<file path="config.mk">
export PLATFORM = sky130hd
export DESIGN_NAME = game_controller
export DESIGN_NICKNAME = d
export VERILOG_FILES = /design/src/rtl/game_controller.sv
export SDC_FILE = /design/constraint.sdc
export NUM_CORES = 1
export LEC_CHECK = 0
export ABC_AREA = 1
export ABC_CLOCK_PERIOD_IN_PS = 2000
export CELL_PAD_IN_SITES_DETAIL_PLACEMENT = 1
export CELL_PAD_IN_SITES_GLOBAL_PLACEMENT = 2
export CORE_ASPECT_RATIO = 1.25
export CORE_UTILIZATION = 30
export DETAILED_ROUTE_END_ITERATION = 10
export PLACE_DENSITY_LB_ADDON = 0.15
export SYNTH_ARGS = -nofsm -noshare
export SYNTH_HDL_FRONTEND = slang
export SYNTH_SLANG_ARGS = --single-unit
</file>
<file path="constraint.sdc">
create_clock -name clk -period 2 [get_ports clk]
set_input_delay 0.2 -clock clk [delete_from_list [all_inputs] [get_ports clk]]
set_output_delay 0.2 -clock clk [all_outputs]
set_load 0.03 [all_outputs]
</file>
<file path="src/rtl/game_controller.sv">
// ---------------------------------------------------------------------------
// game_controller
//
// Frame-level sequencer for the dodging game. Runs the IDLE / PLAY / HIT /
// OVER state machine, keeps the lives count and a four-digit BCD score, and
// drives pixel_generation's motion controls (motion_en, restart, blink,
// speed).
//
// Parameters
//   LIVES       lives loaded at game start (1..7)
//   HIT_FRAMES  frames of post-hit invulnerability (1..63)
//   SCORE_DIV   play frames per score point (1..63)
//
// Optional feature
//   GAME_CTRL_DIFFICULTY_EN  when defined, speed steps up by one (max 4)
//                            every time the score reaches a multiple of 100.
//                            When undefined, speed is a constant 1.
//
// Ports
//   clk           system clock
//   reset         synchronous, active-high reset
//   start_btn     raw start button (asynchronous to clk)
//   refresh_tick  one-clk pulse per frame
//   collision     square/obstacle pixel overlap this clk
//   video_on      active-display qualifier
//   motion_en     square position may update on refresh_tick
//   restart       one-clk pulse: reload square position/velocity
//   blink         suppress drawing of the square
//   game_over     high in OVER
//   lives         remaining lives
//   score         four BCD digits, [15:12] = thousands
//   speed         velocity magnitude
//   state         IDLE=0, PLAY=1, HIT=2, OVER=3
// ---------------------------------------------------------------------------
module game_controller #(
  parameter int LIVES      = 3,
  parameter int HIT_FRAMES = 60,
  parameter int SCORE_DIV  = 30
) (
  input  logic        clk,
  input  logic        reset,
  input  logic        start_btn,
  input  logic        refresh_tick,
  input  logic        collision,
  input  logic        video_on,
  output logic        motion_en,
  output logic        restart,
  output logic        blink,
  output logic        game_over,
  output logic [2:0]  lives,
  output logic [15:0] score,
  output logic [2:0]  speed,
  output logic [1:0]  state
);

  typedef enum logic [1:0] {
    S_IDLE = 2'd0,
    S_PLAY = 2'd1,
    S_HIT  = 2'd2,
    S_OVER = 2'd3
  } state_e;

  // BCD increment with a ripple carry through the four digits; 9999 holds.
  function automatic logic [15:0] bcd_inc(input logic [15:0] v);
    logic [15:0] r;
    logic        carry;
    r     = v;
    carry = 1'b1;
    if (v != 16'h9999) begin
      for (int i = 0; i < 4; i++) begin
        if (carry) begin
          if (r[4*i +: 4] == 4'd9) begin
            r[4*i +: 4] = 4'd0;
          end else begin
            r[4*i +: 4] = r[4*i +: 4] + 4'd1;
            carry       = 1'b0;
          end
        end
      end
    end
    return r;
  endfunction

  // Start-button synchronizer (two flops) plus one flop for edge detect.
  logic sync1_q, sync2_q, sync3_q;

  state_e      state_q, state_d;
  logic [2:0]  lives_q, lives_d;
  logic [15:0] score_q, score_d;
  logic [5:0]  div_cnt_q, div_cnt_d;
  logic [5:0]  hit_cnt_q, hit_cnt_d;
  logic        coll_f_q, coll_f_d;
  logic        motion_en_q, motion_en_d;
  logic        restart_q, restart_d;
  logic        blink_q, blink_d;
  logic        game_over_q, game_over_d;
`ifdef GAME_CTRL_DIFFICULTY_EN
  logic [2:0]  speed_q, speed_d;
`endif

  logic start_pulse;
  logic frame_hit;   // collision seen during the frame being evaluated
  logic score_frame; // this tick counts as a scoring frame

  always_comb begin
    // NOTE: every signal assigned here gets a default first so that no path
    // leaves it unassigned, which would otherwise infer a latch.
    start_pulse = sync2_q & ~sync3_q;
    // A collision in the same clk as the tick belongs to the closing frame.
    frame_hit   = coll_f_q | (collision & video_on);
    coll_f_d    = refresh_tick ? 1'b0 : frame_hit;

    state_d     = state_q;
    lives_d     = lives_q;
    score_d     = score_q;
    div_cnt_d   = div_cnt_q;
    hit_cnt_d   = hit_cnt_q;
    restart_d   = 1'b0;
    score_frame = 1'b0;
`ifdef GAME_CTRL_DIFFICULTY_EN
    speed_d     = speed_q;
`endif

    unique case (state_q)
      S_IDLE: begin
        lives_d = 3'(LIVES);
        if (start_pulse) begin
          state_d   = S_PLAY;
          restart_d = 1'b1;
          score_d   = 16'h0000;
          div_cnt_d = 6'd0;
`ifdef GAME_CTRL_DIFFICULTY_EN
          speed_d   = 3'd1;
`endif
        end
      end
      S_PLAY: begin
        if (refresh_tick) begin
          if (frame_hit) begin
            lives_d = lives_q - 3'd1;
            if (lives_q == 3'd1) begin
              state_d = S_OVER;
            end else begin
              state_d   = S_HIT;
              hit_cnt_d = 6'd0;
            end
          end else begin
            score_frame = 1'b1;
          end
        end
      end
      S_HIT: begin
        if (refresh_tick) begin
          score_frame = 1'b1;
          hit_cnt_d   = hit_cnt_q + 6'd1;
          if (hit_cnt_q == 6'(HIT_FRAMES - 1)) state_d = S_PLAY;
        end
      end
      S_OVER: begin
        // lives reloads on the way out so IDLE always shows the full count.
        if (start_pulse) begin
          state_d = S_IDLE;
          lives_d = 3'(LIVES);
        end
      end
      default: state_d = S_IDLE;
    endcase

    if (score_frame) begin
      if (div_cnt_q == 6'(SCORE_DIV - 1)) begin
        div_cnt_d = 6'd0;
        score_d   = bcd_inc(score_q);
`ifdef GAME_CTRL_DIFFICULTY_EN
        // A held 9999 keeps its low digits at 99, so saturation never levels.
        if (score_d[7:0] == 8'h00 && speed_q < 3'd4) speed_d = speed_q + 3'd1;
`endif
      end else begin
        div_cnt_d = div_cnt_q + 6'd1;
      end
    end

    // Outputs are registered from the next-state view so they line up with
    // the state register.
    motion_en_d = (state_d == S_PLAY) || (state_d == S_HIT);
    game_over_d = (state_d == S_OVER);
    blink_d     = (state_d == S_HIT) && hit_cnt_d[2];
  end

  always_ff @(posedge clk) begin
    // NOTE: sequential state uses non-blocking assignments so every flop
    // samples values from before the edge, independent of statement order.
    if (reset) begin
      sync1_q     <= 1'b0;
      sync2_q     <= 1'b0;
      sync3_q     <= 1'b0;
      state_q     <= S_IDLE;
      lives_q     <= 3'(LIVES);
      score_q     <= 16'h0000;
      div_cnt_q   <= 6'd0;
      hit_cnt_q   <= 6'd0;
      coll_f_q    <= 1'b0;
      motion_en_q <= 1'b0;
      restart_q   <= 1'b0;
      blink_q     <= 1'b0;
      game_over_q <= 1'b0;
`ifdef GAME_CTRL_DIFFICULTY_EN
      speed_q     <= 3'd1;
`endif
    end else begin
      sync1_q     <= start_btn;
      sync2_q     <= sync1_q;
      sync3_q     <= sync2_q;
      state_q     <= state_d;
      lives_q     <= lives_d;
      score_q     <= score_d;
      div_cnt_q   <= div_cnt_d;
      hit_cnt_q   <= hit_cnt_d;
      coll_f_q    <= coll_f_d;
      motion_en_q <= motion_en_d;
      restart_q   <= restart_d;
      blink_q     <= blink_d;
      game_over_q <= game_over_d;
`ifdef GAME_CTRL_DIFFICULTY_EN
      speed_q     <= speed_d;
`endif
    end
  end

  assign motion_en = motion_en_q;
  assign restart   = restart_q;
  assign blink     = blink_q;
  assign game_over = game_over_q;
  assign lives     = lives_q;
  assign score     = score_q;
  assign state     = state_q;
`ifdef GAME_CTRL_DIFFICULTY_EN
  assign speed     = speed_q;
`else
  assign speed     = 3'd1;
`endif

endmodule
</file>
==> metrics.cfg <==
[place]
place.gp.congestion=0.748
io_buffers=30
dp_hpwl_um=4960
placed_cell_area_mm2=0.00295

[clock_network]
clock-sinks=41
cts.clk_slew.worst_paths_ns=0.09
cts_hold_buf=0
cts.root.buffer_cell=clkbuf_8
cts_max_path_buffers=2
clock_latency_ns=0.30
cts.htree.levels=2
cts_tree=built
cts_buffers=5

[yosys]
synth_ff_type=dfxtp_1
ys_ff_latch=41
synthSimpleGateAreaFrac=0.365
synth-async-reset-ratio=0
yosysTopAreaCellShare=0.327
synth_adder_area_share=0.0549
ys_warn_count=0
synth_top_family_by_area=simple AND/OR/NAND/NOR gates
synth_area_leaders=dfxtp_1 33%, nand2_1 13%, inv_1 9.4%
syn_inst=373
synth_area_mm2=0.00251
ys_seq_area_frac=0.327
synth.most_common_cell=nand2_1
synthTopCellsByCount=88 x nand2_1, 63 x inv_1, 49 x nor2_1
syn_area_per_cell_um2=6.72
synth_top_cell_by_area=dfxtp_1
yosysUniqueCellTypes=35
synth_xor_area_frac=0.0245
synth_edf_count=0
synth-compound-area-share=0.104
synth_mux_area_frac=0

[global_routing]
grt_pass1_vias=2384
antenna_found_initial=0
grt_max_degree=16
grt_use_total=0.151
grt_pass1_wl_um=10800
gr-total-overflow=0

[detailed_routing]
routedWlPerCell_um=12.1
vias=2414
wirelength_um=6220
postRouteAntennaNets=0
first_pass_iters=4
route.detailed.drc=0
drtIter0Drc=36
avgViaCountPerCell=4.69

[floorplanning]
die_y_um=104
die_x_um=83.8
start_util=0.316
rows=36
core_mm2=0.00793
ios=34
die_area_mm2=0.00873

[hold_path]
min_path_type=flop to flop

[finish]
syn2layout_area_growth_pct=24.7
nets=436
n_antenna_cell=0
drive_above_1_share=0.119
nFillCells=1026
final_area_mm2=0.00313

[sta]
finalCritPeriodShare=0.913
maxSlewViolCount=0
finalHoldViolations=0
rsz0062_at_grt=no
setup_viol=0
finClkSkew_ns=0.00698
tns_ns=0
period_minus_slack_ns=1.83
max_freq_ghz=0.548

[pwr]
power_density_mw_per_mm2=624
p_leak_uw=0.00141
ir_drop_v=0.000263

[status]
outcome=completed

[flow_run]
maxCapViolCount=0

[worst_setup_path]
cp-end-kind=flop
critical_path_required_ns=2.24
crit_fanout=7
worstSetupPathType=flop to flop
startpoint_type=flop
crit_arrival_ns=2.07

metal layers:
layer,share of wire,vias to the layer above,track usage
met5,0,-,0
li1,-,1251,-
met3,0.026,6,0.0230
met1,0.45,1127,0.180
met2,0.51,30,0.274
met4,0.014,0,0.0496
what timing repair did:
item	in CTS	in global routing
setup buffers	0	5
gates resized for setup	0	4
endpoints found under the setup margin	0	17
cell families (layout without fill, tap and decap cells):
family                     after synthesis  count (layout)
and+or+nand+nor                        194             194
buffers and inverters                   71             117
AOI/OAI and AO/OA                       47              47
DFF                                     41              41
adders and majority gates               11              11
xor gates and xnor gates                 7               7
other                                    2               3
sequential cells by signal, indices dropped and copies added, names as in the netlist, 2 cells and up:
name and count:
div_cnt_q 6, hit_cnt_q 6, lives 3, score 16
state 2
worst max-delay path: stages, from the launching register on:
cell and delay (ns):
dfxtp_2 0.38, inv_1 0.09, ha_1 0.27, inv_1 0.22
nor2_1 0.11, nor2_1 0.13, nand2_1 0.06, nand2_1 0.07
nand2_1 0.08, ha_1 0.28, nor2_1 0.10
report_power, final:
group	internal [µW]	switching [µW]
sequential	838	16.6
combinational	104	188
clock	496	308
total	1440	513
metrics by stage:
step	std cells	setup WS [ns]	power [µW]	hold slack, ns	util
global placement	502	0.107	1160	0.391	0.372
global route	515	0.0116	2050	0.427	0.394
floorplan	374	0.0786	1070	0.307	-
finish	515	0.175	1950	0.409	0.394
CTS	510	0.0273	1980	0.402	0.389
detailed placement	502	0.0435	1160	0.403	0.372
cell usage in the layout (no fill, tap or decap), types with 10 or more instances in the layout:
master,n
nand2_1,88
inv_1,62
nor2_1,49
dfxtp_1,40
clkdlybuf4s50_1,30
nand3_1,23
a21oi_1,21
o21ai_0,16
buf_4,15
nand4_1,10
ha_1,10
worst paths after layout:
kind	from	to	slack, ns	cells past startpoint
min reg2reg	sync1_q	sync2_q	0.41	2
max	state[0]	motion_en	0.17	10
min	sync1_q	sync2_q	0.41	2
max reg2reg	state[0]	motion_en	0.17	10
layout make-up:
cell class              count  area [µm²]  share of cell area
clock inverters             3        65.1              0.0208
repair buffers             45         413               0.132
well taps                  95         119              0.0380
clock buffers               5        68.8              0.0220
inverters                  64         245              0.0784
flip-flops and latches     41         822               0.263
multi-input cells         262        1390               0.446
Note: power is estimated with default switching activity, not from simulation.
